**config.mk**
```make
export PLATFORM = sky130hd
export DESIGN_NAME = fizzle_writer
export DESIGN_NICKNAME = d
export VERILOG_FILES = /design/src/rtl/fizzle_writer.sv
export SDC_FILE = /design/constraint.sdc
export NUM_CORES = 1
export LEC_CHECK = 0
export ABC_AREA = 1
export BUFFER_PORTS_ARGS = -buffer_cell sky130_fd_sc_hd__buf_4
export CAP_MARGIN = 20
export CORE_MARGIN = 4
export CORE_UTILIZATION = 58
export DETAILED_ROUTE_END_ITERATION = 6
export PLACE_DENSITY = 0.75
export SYNTH_ARGS = -nofsm -noshare
export SYNTH_HDL_FRONTEND = slang
export SYNTH_SLANG_ARGS = --single-unit
```
**constraint.sdc**
```tcl
create_clock -name clk_sys -period 2.2 [get_ports clk_sys]
set_input_delay 0.22 -clock clk_sys [delete_from_list [all_inputs] [get_ports clk_sys]]
set_output_delay 0.22 -clock clk_sys [all_outputs]
set_load 0.02 [all_outputs]
```
**src/rtl/fizzle_writer.sv**
```systemverilog
// fizzle_writer: fills a framebuffer with one colour in pseudo-random pixel order.
// A Fibonacci LFSR walks every non-zero address once and address 0 is written first.
// Out-of-range LFSR values are skipped at one cycle each.
// Optional feature: define FIZZLE_PROGRESS_EN to add the 'progress' write counter output.
module fizzle_writer #(
    parameter int unsigned FB_WIDTH    = 160,
    parameter int unsigned FB_HEIGHT   = 120,
    parameter int unsigned ADDRW       = 15,
    parameter int unsigned DATAW       = 4,
    parameter int unsigned WAIT_FRAMES = 120,
    parameter int unsigned RATE        = 2000
) (
    input  logic             clk_sys,
    input  logic             rst_sys_n,
    input  logic             start,
    input  logic             frame_sys,
    input  logic [DATAW-1:0] colr,
    output logic             busy,
    output logic             done,
    output logic             fb_we,
    output logic [ADDRW-1:0] fb_addr_write,
`ifdef FIZZLE_PROGRESS_EN
    output logic [ADDRW-1:0] progress,
`endif
    output logic [DATAW-1:0] fb_colr_write
);

    localparam int unsigned PIXELS = FB_WIDTH * FB_HEIGHT;
    localparam int unsigned RCW    = (RATE > 1) ? $clog2(RATE) : 1;
    localparam int unsigned FCW    = (WAIT_FRAMES > 1) ? $clog2(WAIT_FRAMES) : 1;
    localparam logic [RCW-1:0] RATE_LAST  = RCW'(RATE - 1);
    localparam logic [FCW-1:0] FRAME_LAST = FCW'(WAIT_FRAMES - 1);
    localparam logic [ADDRW-1:0] SEED     = ADDRW'(1);

    typedef enum logic [1:0] {
        ST_IDLE,
        ST_WAIT,
        ST_FADE,
        ST_DONE
    } state_t;

    state_t           state, state_nxt;
    logic [ADDRW-1:0] lfsr, lfsr_nxt;
    logic [FCW-1:0]   frame_cnt, frame_nxt;
    logic [RCW-1:0]   rate_cnt, rate_nxt;
    logic             first, first_nxt;
    logic [DATAW-1:0] colr_q, colr_nxt;
    logic             we_nxt;
    logic [ADDRW-1:0] addr_nxt;
    logic [DATAW-1:0] wcolr_nxt;
    logic [ADDRW-1:0] lfsr_step;
    logic             in_range;

    // Next LFSR value and whether the current one addresses a real pixel
    assign lfsr_step = {lfsr[ADDRW-2:0], lfsr[ADDRW-1] ^ lfsr[ADDRW-2]};
    assign in_range  = (32'(lfsr) < PIXELS);

    // State and output registers
    always_ff @(posedge clk_sys or negedge rst_sys_n) begin
        if (!rst_sys_n) begin
            state         <= ST_IDLE;
            lfsr          <= SEED;
            frame_cnt     <= '0;
            rate_cnt      <= '0;
            first         <= 1'b0;
            colr_q        <= '0;
            busy          <= 1'b0;
            done          <= 1'b0;
            fb_we         <= 1'b0;
            fb_addr_write <= '0;
            fb_colr_write <= '0;
        end else begin
            state         <= state_nxt;
            lfsr          <= lfsr_nxt;
            frame_cnt     <= frame_nxt;
            rate_cnt      <= rate_nxt;
            first         <= first_nxt;
            colr_q        <= colr_nxt;
            busy          <= (state_nxt != ST_IDLE);
            done          <= (state_nxt == ST_DONE);
            fb_we         <= we_nxt;
            fb_addr_write <= addr_nxt;
            fb_colr_write <= wcolr_nxt;
        end
    end

    // Next-state, counters, LFSR stepping and write-slot decisions
    always_comb begin
        state_nxt = state;
        lfsr_nxt  = lfsr;
        frame_nxt = frame_cnt;
        rate_nxt  = rate_cnt;
        first_nxt = first;
        colr_nxt  = colr_q;
        we_nxt    = 1'b0;
        addr_nxt  = fb_addr_write;
        wcolr_nxt = fb_colr_write;
        case (state)
            ST_IDLE: begin
                if (start) begin
                    colr_nxt  = colr;
                    lfsr_nxt  = SEED;
                    frame_nxt = '0;
                    rate_nxt  = '0;
                    first_nxt = 1'b1;
                    state_nxt = (WAIT_FRAMES == 0) ? ST_FADE : ST_WAIT;
                end
            end
            ST_WAIT: begin
                if (WAIT_FRAMES == 0) begin
                    state_nxt = ST_FADE;
                end else if (frame_sys) begin
                    if (frame_cnt == FRAME_LAST) begin
                        state_nxt = ST_FADE;
                    end else begin
                        frame_nxt = frame_cnt + FCW'(1);
                    end
                end
            end
            ST_FADE: begin
                if (rate_cnt != RATE_LAST) begin
                    rate_nxt = rate_cnt + RCW'(1);
                end else if (first) begin
                    // Address 0 is never produced by the LFSR, so it goes first
                    we_nxt    = 1'b1;
                    addr_nxt  = '0;
                    wcolr_nxt = colr_q;
                    first_nxt = 1'b0;
                    rate_nxt  = '0;
                end else begin
                    // Out-of-range values keep rate_cnt at its last value: retry next cycle
                    lfsr_nxt = lfsr_step;
                    if (in_range) begin
                        we_nxt    = 1'b1;
                        addr_nxt  = lfsr;
                        wcolr_nxt = colr_q;
                        rate_nxt  = '0;
                    end
                    if (lfsr_step == SEED) begin
                        state_nxt = ST_DONE;
                    end
                end
            end
            ST_DONE: begin
                state_nxt = ST_IDLE;
            end
            default: begin
                state_nxt = ST_IDLE;
            end
        endcase
    end

`ifdef FIZZLE_PROGRESS_EN
    // Number of pixels written since the last accepted start
    always_ff @(posedge clk_sys or negedge rst_sys_n) begin
        if (!rst_sys_n) begin
            progress <= '0;
        end else if (state == ST_IDLE && start) begin
            progress <= '0;
        end else if (we_nxt) begin
            progress <= progress + ADDRW'(1);
        end
    end
`endif

endmodule

```
==> impl.org, run 1 <==
** Cells and area
- Final instance area :: 3540 sq um
- Fill count :: 400
- Highest-count cells in the layout ignoring fill and taps :: nand2_1 (136), dfrtp_1 (61), buf_4 (33), inv_1 (32), nor2_1 (20)
- Synthesis-to-layout area growth :: 15.7%
- Number of inserted diodes :: 0
- For this run, the post-layout net count is 418.
- The multi-input combinational cells in the finished layout cover a total of 1280 sq um.
- In the final layout, the share of cells above drive strength 1 is 19.7%.
- Area taken by flip-flops and latches :: 1550 sq um
- Most common library cell in the layout ignoring fill and taps :: nand2_1

** Die
- The die covers 6500 sq um.
- For this design the top-level I/O count stands at 30.
- The floorplan step set the die width to 80.6 microns.
- The die is 80.6 microns tall.
- Once the floorplan was initialized, standard cells occupied 59.9% of the core.
- Placement Rows :: 26
- Core Footprint :: 5110 sq um

** Clocking
- Number of H-tree branching levels :: 3
- TritonCTS buffer count :: 9
- After clock tree synthesis, the setup repair step added 0 buffers.
- TritonCTS built the clock tree.
- Hold Buf Count CTS :: 1
- The clock reaches the later pin of the worst-skew pair after 0.35 ns.
- Clock-pin slew was measured on the worst setup and hold paths at 0.07 ns.
- CTS saw 62 sinks.
- In this run, post-CTS repair resized a total of 0 instances.
- Clock Tree Root :: clkbuf_8
- Max clock buf depth :: 2

** Detailed routing
- Count of antenna-violating nets left after detailed routing :: 0
- In the routed layout, each cell is associated on average with a via count of 5.19.
- DRC :: 0
- The first TritonRoute pass finished after 5 iterations.
- The detailed router placed 2,496 vias in this run.
- For this block, the initial DRC count from the detailed router was 174.
- After detailed routing, the average wire length per cell comes to 12.5 microns.
- Summed over all layers, the routed wires come to 6.03 mm.

** Worst setup path
- The cell that appears most often on the critical path is nand2_1.
- Chain of cells forming the critical path :: inv_2 > nor2_4 > nand3_2 > inv_2 > nand2_1 > inv_1 > nand2_1 > nand2_1
- Worst endpoint data arrival time :: 2.10 ns
- The number of buffers and inverters on the critical path is 3.
- CP startpoint :: state[1]
- Nature of the critical path endpoint :: register
- The endpoint identified for the worst register-to-register timing path is fb_colr_write[1].
- Max stage delay on crit path :: 0.41 ns
- Register-to-register setup slack :: 0.39 ns
- Reg-to-reg startpoint :: state[1]
- For the worst flop-to-flop path, the logic depth is 8.
- In this run the worst path has a maximum fanout of 16.
- The critical path in this run is classified as register to register.
- Kind of start point of the critical path :: register
- Top Family by Delay on Critical Path :: simple AND/OR/NAND/NOR gates
- For the worst setup path, the data required time is 2.48 ns.
- Worst path slowest cell :: dfrtp_1

** Min path
- Min-delay src :: colr[0]
- Counting instances, the worst hold path has a depth of 2.
- In this run the worst hold path is classified as input pin to register.
- Capture endpoint of the worst hold path :: colr_q[0]

** Yosys
- Mapped Cells :: 372
- Sequential elements use 50.7% of the synthesized area.
- For this run, the number of Yosys warnings is 0.
- Synthesis produced a netlist with a net count of 384.
- In this run, distinct cell masters in the synthesized netlist total 32.
- In this run the mean area of a mapped cell was 8.23 sq um.
- The synthesized design contains 62 register bits.
- Summing every instance area after synthesis gives 3060 sq um.

** Power and ir drop
- Leakage component of the power :: 1.77 nW
- Cell area power density :: 755 nW/um^2
- Across the VDD grid, the largest voltage drop is 0.497 mV.

** Global route
- Vias in the first global route :: 2,406
- Entering global routing, the biggest net connects 63 pins.
- Summed over all layers, the global routing overflow is 0.
- Global routing used 21.6% of the available tracks across all layers.
- The first global-routing pass estimated 10.7 mm of wire.
- Antenna violations before repair :: 0

** Place
- Cell area reported after detailed placement :: 3310 sq um
- Input and output buffers added on the ports amount to 29.
- Detailed Place HPWL :: 4.05 mm
- Routability-driven placement finished with a final weighted congestion of 0.865.

** STA
- Shortest period the worst path allows :: 1.81 ns
- The final number of hold-violating endpoints was 0.
- Least-Margin Pin Slew :: 0.752 ns
- Between clock sinks in the finished design, the worst skew comes to 0.00611 ns.
- Share of the clock period used by the worst path :: 82.4%
- Final slew viol count :: 0
- The worst pin sits at a relative slew slack of 49.9%.
- Highest achievable clock rate :: 551 MHz
- RSZ-0062 raised after global routing :: no
- Setup TNS :: 0 ns
- Setup violations remaining at the end of the flow were counted as 0.

** Outcome
- Result of the run :: finished clean

** Run
- Total of max-cap violations :: 0
flip-flops by register name (all words and copies together), names as in the netlist:
signal         count
rate_cnt          11
lfsr              15
first              1
fb_we              1
done               1
fb_addr_write     15
fb_colr_write      4
frame_cnt          7
colr_q             4
busy               1
state              2
cells in the mapped netlist (all sizes together):
library cell,number,area share (%)
o21ai,31,5.7
nor2,26,4.2
nor3,3,0.65
or2,4,0.82
nand3,22,4.3
dfrtp,61,50
clkbuf,1,0.12
o21bai,3,0.86
inv,38,4.7
buf,10,2.5
xnor2,1,0.29
clkinv,1,0.12
dfstp,1,0.86
xor2,1,0.29
ha,4,1.6
nand2,139,17
mux2,3,1.1
nand4,19,3.9
a21oi,3,0.49
o211ai,1,0.25
power breakdown:
group,total (W),switching (W),internal (W)
Combinational,0.000249,0.000146,0.000104
Sequential,0.00133,0.0000899,0.00124
Clock,0.00110,0.000433,0.000666
Total,0.00267,0.000668,0.00201
worst reg2reg max path, cell delays in order, from the launching register on:
cell	delay, ns
dfrtp_1	0.41
inv_2	0.09
nor2_4	0.34
nand3_2	0.20
inv_2	0.14
nand2_1	0.25
inv_1	0.20
nand2_1	0.07
nand2_1	0.06
metrics by stage:
stage                     hold slack [ns]  worst slack, ns  utilization, %  std cells  total power [W]
after floorplan                   -0.0756            0.760               -        372          0.00151
after global placement              0.348            0.432            64.9        464          0.00157
after detailed placement            0.348            0.392            64.9        464          0.00159
after CTS                          0.0948            0.365            69.3        481          0.00269
after global routing               0.0908            0.202            69.3        481          0.00282
final                               0.101            0.387            69.3        481          0.00267
per-layer routing:
layer	global-route usage, %	part of all wire (%)	vias up
met3	6.05	5.2	8
met4	9.29	1.3	0
met2	33.7	45	50
met5	0	0	-
li1	-	-	1263
met1	28.0	48	1175
cells by family (layout without fill, tap and decap cells):
family / Yosys count / count (layout) / synth area share (%)
muxes: 3 / 3 / 1.10
and+or+nand+nor: 213 / 213 / 31.2
DFF: 62 / 62 / 50.7
xor gates and xnor gates: 2 / 2 / 0.572
AOI/OAI and AO/OA: 38 / 38 / 7.28
buffers and inverters: 50 / 89 / 7.44
adders and majority gates: 4 / 4 / 1.64
area by class of cell:
| type | count | share of cell area [%] |
|---|---|---|
| clock inverters | 4 | 1.98 |
| inverters | 39 | 4.14 |
| flip-flops and latches | 62 | 43.9 |
| clock buffers | 12 | 4.10 |
| repair buffers | 34 | 7.28 |
| well taps | 70 | 2.47 |
| multi-input cells | 260 | 36.2 |
worst max-delay path by stage:
stage / slack, ns / end / cells past startpoint
finish: 0.39 / fb_colr_write[1] / 8
detailed placement: 0.39 / fb_colr_write[0] / 7
global placement: 0.43 / fb_colr_write[1] / 7
CTS: 0.37 / fb_colr_write[1] / 8
floorplan: 0.76 / fb_addr_write[14] / 9
global route: 0.20 / fb_colr_write[1] / 9
No activity file was read; power rests on OpenSTA's default activity.
==> run 2, diff against run 1 <==
--- a/config.mk
+++ b/config.mk
@@ -5,13 +5,13 @@
 export SDC_FILE = /design/constraint.sdc
 export NUM_CORES = 1
 export LEC_CHECK = 0
-export ABC_AREA = 1
+export ABC_AREA = 0
 export BUFFER_PORTS_ARGS = -buffer_cell sky130_fd_sc_hd__buf_4
 export CAP_MARGIN = 20
 export CORE_MARGIN = 4
 export CORE_UTILIZATION = 58
 export DETAILED_ROUTE_END_ITERATION = 6
-export PLACE_DENSITY = 0.75
+export PLACE_DENSITY = 0.76
 export SYNTH_ARGS = -nofsm -noshare
 export SYNTH_HDL_FRONTEND = slang
 export SYNTH_SLANG_ARGS = --single-unit
==> constraint.sdc (replaced) <==
create_clock -name clk_sys -period 1.8 [get_ports clk_sys]
set_input_delay 0.18 -clock clk_sys [delete_from_list [all_inputs] [get_ports clk_sys]]
set_output_delay 0.18 -clock clk_sys [all_outputs]
set_load 0.02 [all_outputs]
==> run 2 against run 1 <==
Net effect: clock power rose by 38%; hold slack got worse by 0.034 ns; highest routed layer unchanged; synthesized cell count down 30%; first-iteration DRC count up 23%; sequential share of layout area down 6.0 points; flip-flop and latch count unchanged; critical endpoint is now fb_addr_write[5]; register-to-register slack worse by 0.57 ns; non-clock buffer count grew 44; routed wire length increased by 30%; the flow now finishes with violations (negative setup slack).
==> impl.org, run 2 <==
** Worst setup path
- Worst Path Buf+Inv :: 1
- Kind of start point of the critical path :: register
- STA classifies the critical path endpoint as a register.
- The largest individual stage delay along the critical path comes from the cell or4_4.
- Req. time, crit path :: 2.02 ns
- In this run the worst path has a maximum fanout of 31.
- The critical path goes through or3b_4 > or4_4 > buf_12 > o21ai_1 > o41ai_2.
- The kind of cell with the highest combined delay along the critical path is simple AND/OR/NAND/NOR gates.
- Data arrives at the worst endpoint at 2.20 ns.
- Max stage delay on crit path :: 0.50 ns
- The critical path is of the register to register type.

** Global route
- Vias in the first global route :: 2,382
- Overall track demand over capacity in global routing :: 25.5%
- Wire length of the first global-routing pass :: 12.2 mm
- Summed over all layers, the global routing overflow is 0.
- Pin count of the biggest net entering global routing :: 63
- The number of antenna violations at the first check in global routing was 0.

** Die
- Starting density of the core :: 61.7%
- Die Ht :: 80.0 microns
- Measured along the x axis, the die boundary spans 80.0 microns.
- After floorplanning, the core was sized to cover 4880 sq um.
- Die Outline Area :: 6410 sq um
- In this run the core area contains 25 standard-cell rows.
- 30 I/O pins were placed.

** Power and ir drop
- The worst-case IR drop observed on VDD is 0.848 mV.
- Leakage component of the power :: 2.06 nW
- Power spread over the standard cell area amounts to 822 nW/um^2.

** STA
- The worst path uses 110% of the clock period.
- At the pin with the least slew margin, the transition time is 0.769 ns.
- RSZ-0062 raised after global routing :: yes
- The final number of max-transition violations came to 0.
- Highest achievable clock rate :: 505 MHz
- The final number of hold-violating endpoints came to 0.
- Setup violations remaining at the end of the flow were counted as 46.
- Once routing completed, OpenROAD measured the worst setup slack at -0.181 ns.
- The worst pin sits at a relative slew slack of 48.7%.
- Shortest period the worst path allows :: 1.98 ns
- Final hold analysis gives a worst-case slack of 0.0672 ns.
- For the final database, setup skew stands at 0.00710 ns.

** Yosys
- Async set-reset flop share out of synthesis :: 100%
- Cell with the most instances after synthesis :: dfrtp_1
- Combined area of all synthesized cells :: 3010 sq um
- The most used flip-flop cell after synthesis is dfrtp_1.
- Counting every net in the synthesized netlist gives 271.
- After synthesis, the most frequently instantiated cells are dfrtp_1 (61), inv_1 (19), a22o_1 (16).
- The top cell type by area accounts for 50.7% of the synthesized area.
- Sequential cells were found to cover 51.6% of the synthesized design area.
- Yosys attributes the largest share of cell area to dfrtp_1 (51%), o41ai_2 (7.6%), a22o_1 (4.7%).
- A synthesized cell averages 11.6 sq um.
- Number of enable flip-flop cells after synthesis :: 0
- The cell count after synthesis came out at 259.
- In this run, distinct cell masters in the synthesized netlist total 49.
- Synthesis inferred 62 register bits.
- Cell taking the most area after synthesis :: dfrtp_1
- For this run, the number of Yosys warnings is 0.

** Cells and area
- Number of inserted diodes :: 0
- Number of nets in the layout :: 347
- Leaving out fill and tap cells, the most frequent cell in the layout is buf_4.
- Relative to the synthesized area, the layout overhead comes to 36.2%.
- Cells with a size suffix above 1 make up 44.1% of the layout.
- In the final layout, the registers with the most flip-flops are fb_addr_write: 15 flops, lfsr: 15 flops, rate_cnt: 11 flops.
- At the end of the flow the core is filled with cells to 84.0%.
- The top cell types in the final layout, fill and taps aside, are buf_4 (72), dfrtp_1 (61), inv_1 (19), a22o_1 (16), o41ai_2 (12).

** Clocking
- TritonCTS built the clock tree.
- The cell sitting at the root of the clock tree is a clkbuf_8.
- Clock-pin slew was measured on the worst setup and hold paths at 0.07 ns.
- For the worst-skew pair, the clock arrives at the later sink with an insertion delay of 0.34 ns.
- Counting the buffers created by CTS gives 9.
- Clk sinks :: 62
- The clock passes through at most 2 buffers.
- The H-tree generated during clock tree synthesis spans 3 levels.

** Min path
- The path class of the tightest hold or removal check is input pin to register.

** Detailed routing
- After detailed routing, the number of remaining DRC violations is 0.
- Before antenna repair, the detailed router went through 4 iterations.
- DR vias :: 2,473
- After detailed routing, the total wire length is 7.85 mm.
- Once detail routing completed, the nets flagged for antenna violations numbered 0.
- In this run, the number of DRC markers left after iteration 0 of detailed routing was 214.
- Dividing the detail-routed via count by the number of cells gives 6.08.
- WL per Instance :: 19.3 microns

** Run
- Total of max-cap violations :: 0

** Outcome
- Result of the run :: finished, violations left
- Violated checks :: negative setup slack

** Place
- Detailed placement ended at an HPWL of 4.16 mm.
- Number of I/O port buffers :: 29
- Routability-driven placement finished with a final weighted congestion of 0.817.
==> run 2: cell count changes in the layout (fill, tap and decap cells not counted), sizes merged, moves of 7 or more <==
cell / before / now
mux2: 3 / 10
o41ai: 0 / 16
inv: 38 / 19
nand3: 22 / 7
o21ai: 31 / 23
buf: 33 / 76
nand2: 139 / 8
nand4: 19 / 4
nor2: 26 / 13
a22o: 0 / 16
and3: 0 / 8
==> run 2: final timing paths <==
kind | cells after the start | from | slack, ns | endpoint
hold / removal | 2 | colr[2] | 0.07 | colr_q[2]
max in group asynchronous | 2 | rst_sys_n | 0.83 | frame_cnt[5]
setup reg to reg | 5 | rate_cnt[5] | -0.18 | fb_addr_write[5]
min in group asynchronous | 2 | rst_sys_n | 0.46 | rate_cnt[0]
setup / recovery | 5 | rate_cnt[5] | -0.18 | fb_addr_write[5]
hold reg to reg | 2 | fb_addr_write[7] | 0.50 | fb_addr_write[7]
==> run 2: timing repair <==
item,4_1_cts,5_1_grt
setup endpoints to repair,45,48
cloned,1,1
setup buffers,2,11
gates resized for setup,12,14
endpoints found under the hold margin,61,0
hold buffers,1,0
pin swaps,22,9
==> run 2: kinds of logic after synthesis <==
logic type / after synthesis / synth area share, %
and+or+nand+nor: 64 / 11.8
AOI/OAI and AO/OA: 82 / 23.9
muxes: 12 / 4.90
DFF: 62 / 51.6
buffers and inverters: 33 / 5.49
adders and majority gates: 4 / 1.66
xor gates and xnor gates: 2 / 0.582
==> run 2: layout make-up <==
| cell class | count | area (sq um) |
|---|---|---|
| fill | 263 | 779 |
| sequential | 62 | 1550 |
| multi-input combinational | 165 | 1510 |
| timing repair buffer | 78 | 638 |
| tap | 67 | 83.8 |
| clock inverter | 6 | 109 |
| clock buffer | 10 | 138 |
| inverter | 19 | 71.3 |
==> run 2: stage by stage <==
stage	cell area, sq um	cells	TNS, ns	setup slack [ns]	total power [W]
5_1_grt	4100	407	-7.19	-0.208	0.00352
4_1_cts	3930	395	-3.76	-0.146	0.00334
3_5_place_dp	3570	375	-4.68	-0.199	0.00184
2_1_floorplan	3070	259	-3.01	-0.156	0.00173
6_report	4100	407	-6.04	-0.181	0.00337
3_3_place_gp	3570	375	-3.42	-0.151	0.00182
==> run 2: worst reg2reg max path, cell delays in order, from the launching register on <==
cell and delay [ns]:
dfrtp_1 0.39, or3b_4 0.43, or4_4 0.50, buf_12 0.22, o21ai_1 0.22, o41ai_2 0.10
==> run 2: report_power, final <==
group          total [W]  leakage (nW)  internal (W)  switching, W
registers        0.00157         0.826       0.00148     0.0000924
clock network    0.00152         0.126      0.000955      0.000561
logic           0.000286          1.10      0.000142      0.000144
==> run 2: per-layer routing <==
layer / vias to the layer above / part of all wire, % / routed length (microns) / global-route usage [%]
li1: 1135 / - / - / -
met3: 18 / 5.5 / 429 / 5.87
met5: - / 0 / 0 / 0
met1: 1237 / 41 / 3180 / 32.6
met4: 0 / 2.8 / 221 / 12.8
met2: 83 / 51 / 4020 / 40.6
==> run 3, diff against run 2 <==
--- a/config.mk
+++ b/config.mk
@@ -9,9 +9,10 @@
 export BUFFER_PORTS_ARGS = -buffer_cell sky130_fd_sc_hd__buf_4
 export CAP_MARGIN = 20
 export CORE_MARGIN = 4
-export CORE_UTILIZATION = 58
+export CORE_UTILIZATION = 40
 export DETAILED_ROUTE_END_ITERATION = 6
-export PLACE_DENSITY = 0.76
+export PLACE_DENSITY = 0.55
+export SETUP_SLACK_MARGIN = 0.02
 export SYNTH_ARGS = -nofsm -noshare
 export SYNTH_HDL_FRONTEND = slang
 export SYNTH_SLANG_ARGS = --single-unit
==> run 3 against run 2 <==
Net effect: the flow still finishes with violations (negative setup slack); total power about the same; first-iteration DRC count decreased by 60%; die area grew 40%; clock skew up 0.0013 ns; combinational power shrank 5%; sequential power is essentially flat; fmax rose by 2.9%; global-route usage shrank 9.5 points; cell area down 2.9%; non-clock buffer count is 9 lower; clock power hardly changed; critical path type unchanged; critical endpoint is now fb_colr_write[2]; largest power group unchanged.
==> impl.org, run 3 (synthesis results as in run 2) <==
** Power and ir drop
- Peak supply drop :: 0.468 mV
- Cell area power density :: 846 nW/um^2
- The completed layout was analyzed and its total power is 0.00337 W.
- Leakage component of the power :: 1.86 nW

** Worst setup path
- Crit path kind :: register to register
- The slowest stage of the critical path is the or4_4 cell.
- STA classifies the critical path endpoint as a register.
- Kind of start point of the critical path :: register
- Chain of cells forming the critical path :: or3b_4 > or4_4 > nor2_4 > mux2_4
- For flop-to-flop paths, the worst setup slack is -0.13 ns.
- Max stage delay on crit path :: 0.49 ns
- Reg-to-reg startpoint :: rate_cnt[4]
- STA puts the critical path data required time at 2.02 ns.
- Worst endpoint data arrival time :: 2.15 ns
- The endpoint identified for the worst register-to-register timing path is fb_colr_write[2].
- Along the worst path, the maximum fanout reaches 5.
- Counting cells, the worst reg-to-reg path comes to 4.

** Clocking
- In this run the clock root is driven by a clkbuf_8.
- TritonCTS clock tree :: yes
- After clock tree synthesis, the clock-pin slew on the worst setup and hold paths is 0.07 ns.
- Max clock buf depth :: 2
- TritonCTS buffer count :: 9
- The H-tree generated during clock tree synthesis spans 3 levels.
- Clock latency on the worst-skew pair, taken at its later pin, is 0.33 ns.
- The tree built by TritonCTS fans out to 62 sinks.

** STA
- Share of the clock period used by the worst path :: 107%
- Clock skew on the completed layout was measured at 0.00840 ns.
- Slack of the critical path :: -0.125 ns
- After layout, the minimum clock period comes to 1.93 ns.
- Final slew viol count :: 0
- Hold violation total from the final report :: 0
- For this run, the top clock speed supported by timing is 519 MHz.
- Setup violations remaining at the end of the flow were counted as 43.
- The worst pin sits at a relative slew slack of 73.9%.
- Hold Slack :: 0.0798 ns
- RSZ-0062 raised after global routing :: yes
- At the pin with the least slew margin, the transition time is 0.391 ns.

** Cells and area
- The largest registers in the layout are fb_addr_write: 15 flops, lfsr: 15 flops, rate_cnt: 11 flops.
- Highest-count cells in the layout ignoring fill and taps :: buf_4 (64), dfrtp_1 (61), inv_1 (19), a22o_1 (16), o41ai_2 (15)
- Utilization after layout :: 54.6%
- Most common library cell in the layout ignoring fill and taps :: buf_4
- Number of nets in the layout :: 337
- Compared with the post-synthesis result, the final layout area differs by 32.3%.
- The repair_antennas step left the layout with diodes totalling 0.
- In the final layout, the share of cells above drive strength 1 is 41.2%.

** Detailed routing
- Number of DRC markers after the initial detailed-route iteration :: 85
- The detail route stage leaves a number of antenna-violating nets equal to 0.
- DRC :: 0
- Summed over all layers, the routed wires come to 6.43 mm.
- Count of TritonRoute iterations in the first routing pass :: 4
- After detailed routing, the number of vias per cell comes to 5.28.
- DR vias :: 2,266
- After detailed routing, the average wire length per cell comes to 15.0 microns.

** Die
- The die is 94.8 microns tall.
- For this configuration, the core starts out at a cell density of 41.3%.
- Core Footprint :: 7290 sq um
- Die width :: 94.8 microns
- In this run the count of I/O pins placed on the die edge is 30.
- The floorplan has 31 rows.
- The floorplan step defined a die boundary enclosing 8980 sq um.

** Place
- Worst setup slack after placement :: -0.194 ns
- Port buffering added 29 buffers.
- Routability-driven placement finished with a final weighted congestion of 0.803.
- Detailed Place HPWL :: 4.22 mm

** Global route
- Wire length of the first global-routing pass :: 11.0 mm
- The number of antenna violations at the first check in global routing was 0.
- The total overflow left after global routing is 0.
- Pin count of the biggest net entering global routing :: 35
- Across every metal layer, demand over resource in global routing totals 16.0%.
- Vias in the first global route :: 2,210

** Min path
- In this run the most critical hold path is launched from colr[1].
- The min-delay analysis places its worst path in the category input pin to register.
- Number of cells on the worst hold path :: 2
- The path with the worst hold slack has its endpoint at colr_q[1].

** Outcome
- The checks that failed: negative setup slack.
- The run finished, with violations left.

** Run
- Total of max-cap violations :: 0
run 3: power breakdown:
part,total [W],switching (W),internal (W)
registers,0.00157,0.0000942,0.00148
logic,0.000273,0.000139,0.000133
clock network,0.00153,0.000529,0.000998
total,0.00337,0.000762,0.00261
run 3: worst max path at each step:
| stage | start | endpoint | slack [ns] | depth (start not counted) |
|---|---|---|---|---|
| 2_1_floorplan | rate_cnt[4] | fb_colr_write[0] | -0.16 | 5 |
| 3_3_place_gp | rate_cnt[4] | lfsr[4] | -0.18 | 4 |
| 3_5_place_dp | rate_cnt[4] | lfsr[3] | -0.19 | 4 |
| 4_1_cts | rate_cnt[4] | fb_colr_write[2] | -0.12 | 4 |
| 5_1_grt | rate_cnt[4] | fb_colr_write[2] | -0.17 | 4 |
| 6_report | rate_cnt[4] | fb_colr_write[2] | -0.13 | 4 |
run 3: worst max-delay path: cells and delay by family (launching register included):
kind,cells,cell delay [ns]
AND/OR/NAND/NOR,3,1.11
flip-flops,1,0.37
multiplexers,1,0.32
run 3: timing repair:
item                       in CTS  in global routing
pin swaps                       5                  5
hold endpoints to repair       28                  0
gates resized for setup         6                  8
hold buffers                    1                  0
setup endpoints to repair      45                 49
setup buffers                   0                  2
run 3: cell type report:
class                   instances  area [sq um]
fillers                       656          3310
flip-flops and latches         62          1550
multi-input cells             164          1420
repair buffers                 69           562
clock buffers                  13           159
well taps                      99           124
clock inverters                 3          90.1
inverters                      19          71.3
run 3: per-layer routing:
layer / track usage (%) / routed length (microns) / up-vias
met5: 0 / 0 / -
met4: 6.13 / 91 / 0
met3: 5.26 / 236 / 7
met2: 23.0 / 2860 / 36
met1: 22.4 / 3240 / 1107
li1: - / - / 1116
run 3: per-stage QoR:
stage / TNS (ns) / instance area, sq um / cells
final: -3.13 / 3980 / 429
after global routing: -4.85 / 3980 / 429
after CTS: -2.92 / 3930 / 427
after detailed placement: -4.31 / 3640 / 410
after global placement: -4.02 / 3640 / 410
after floorplan: -3.01 / 3070 / 259
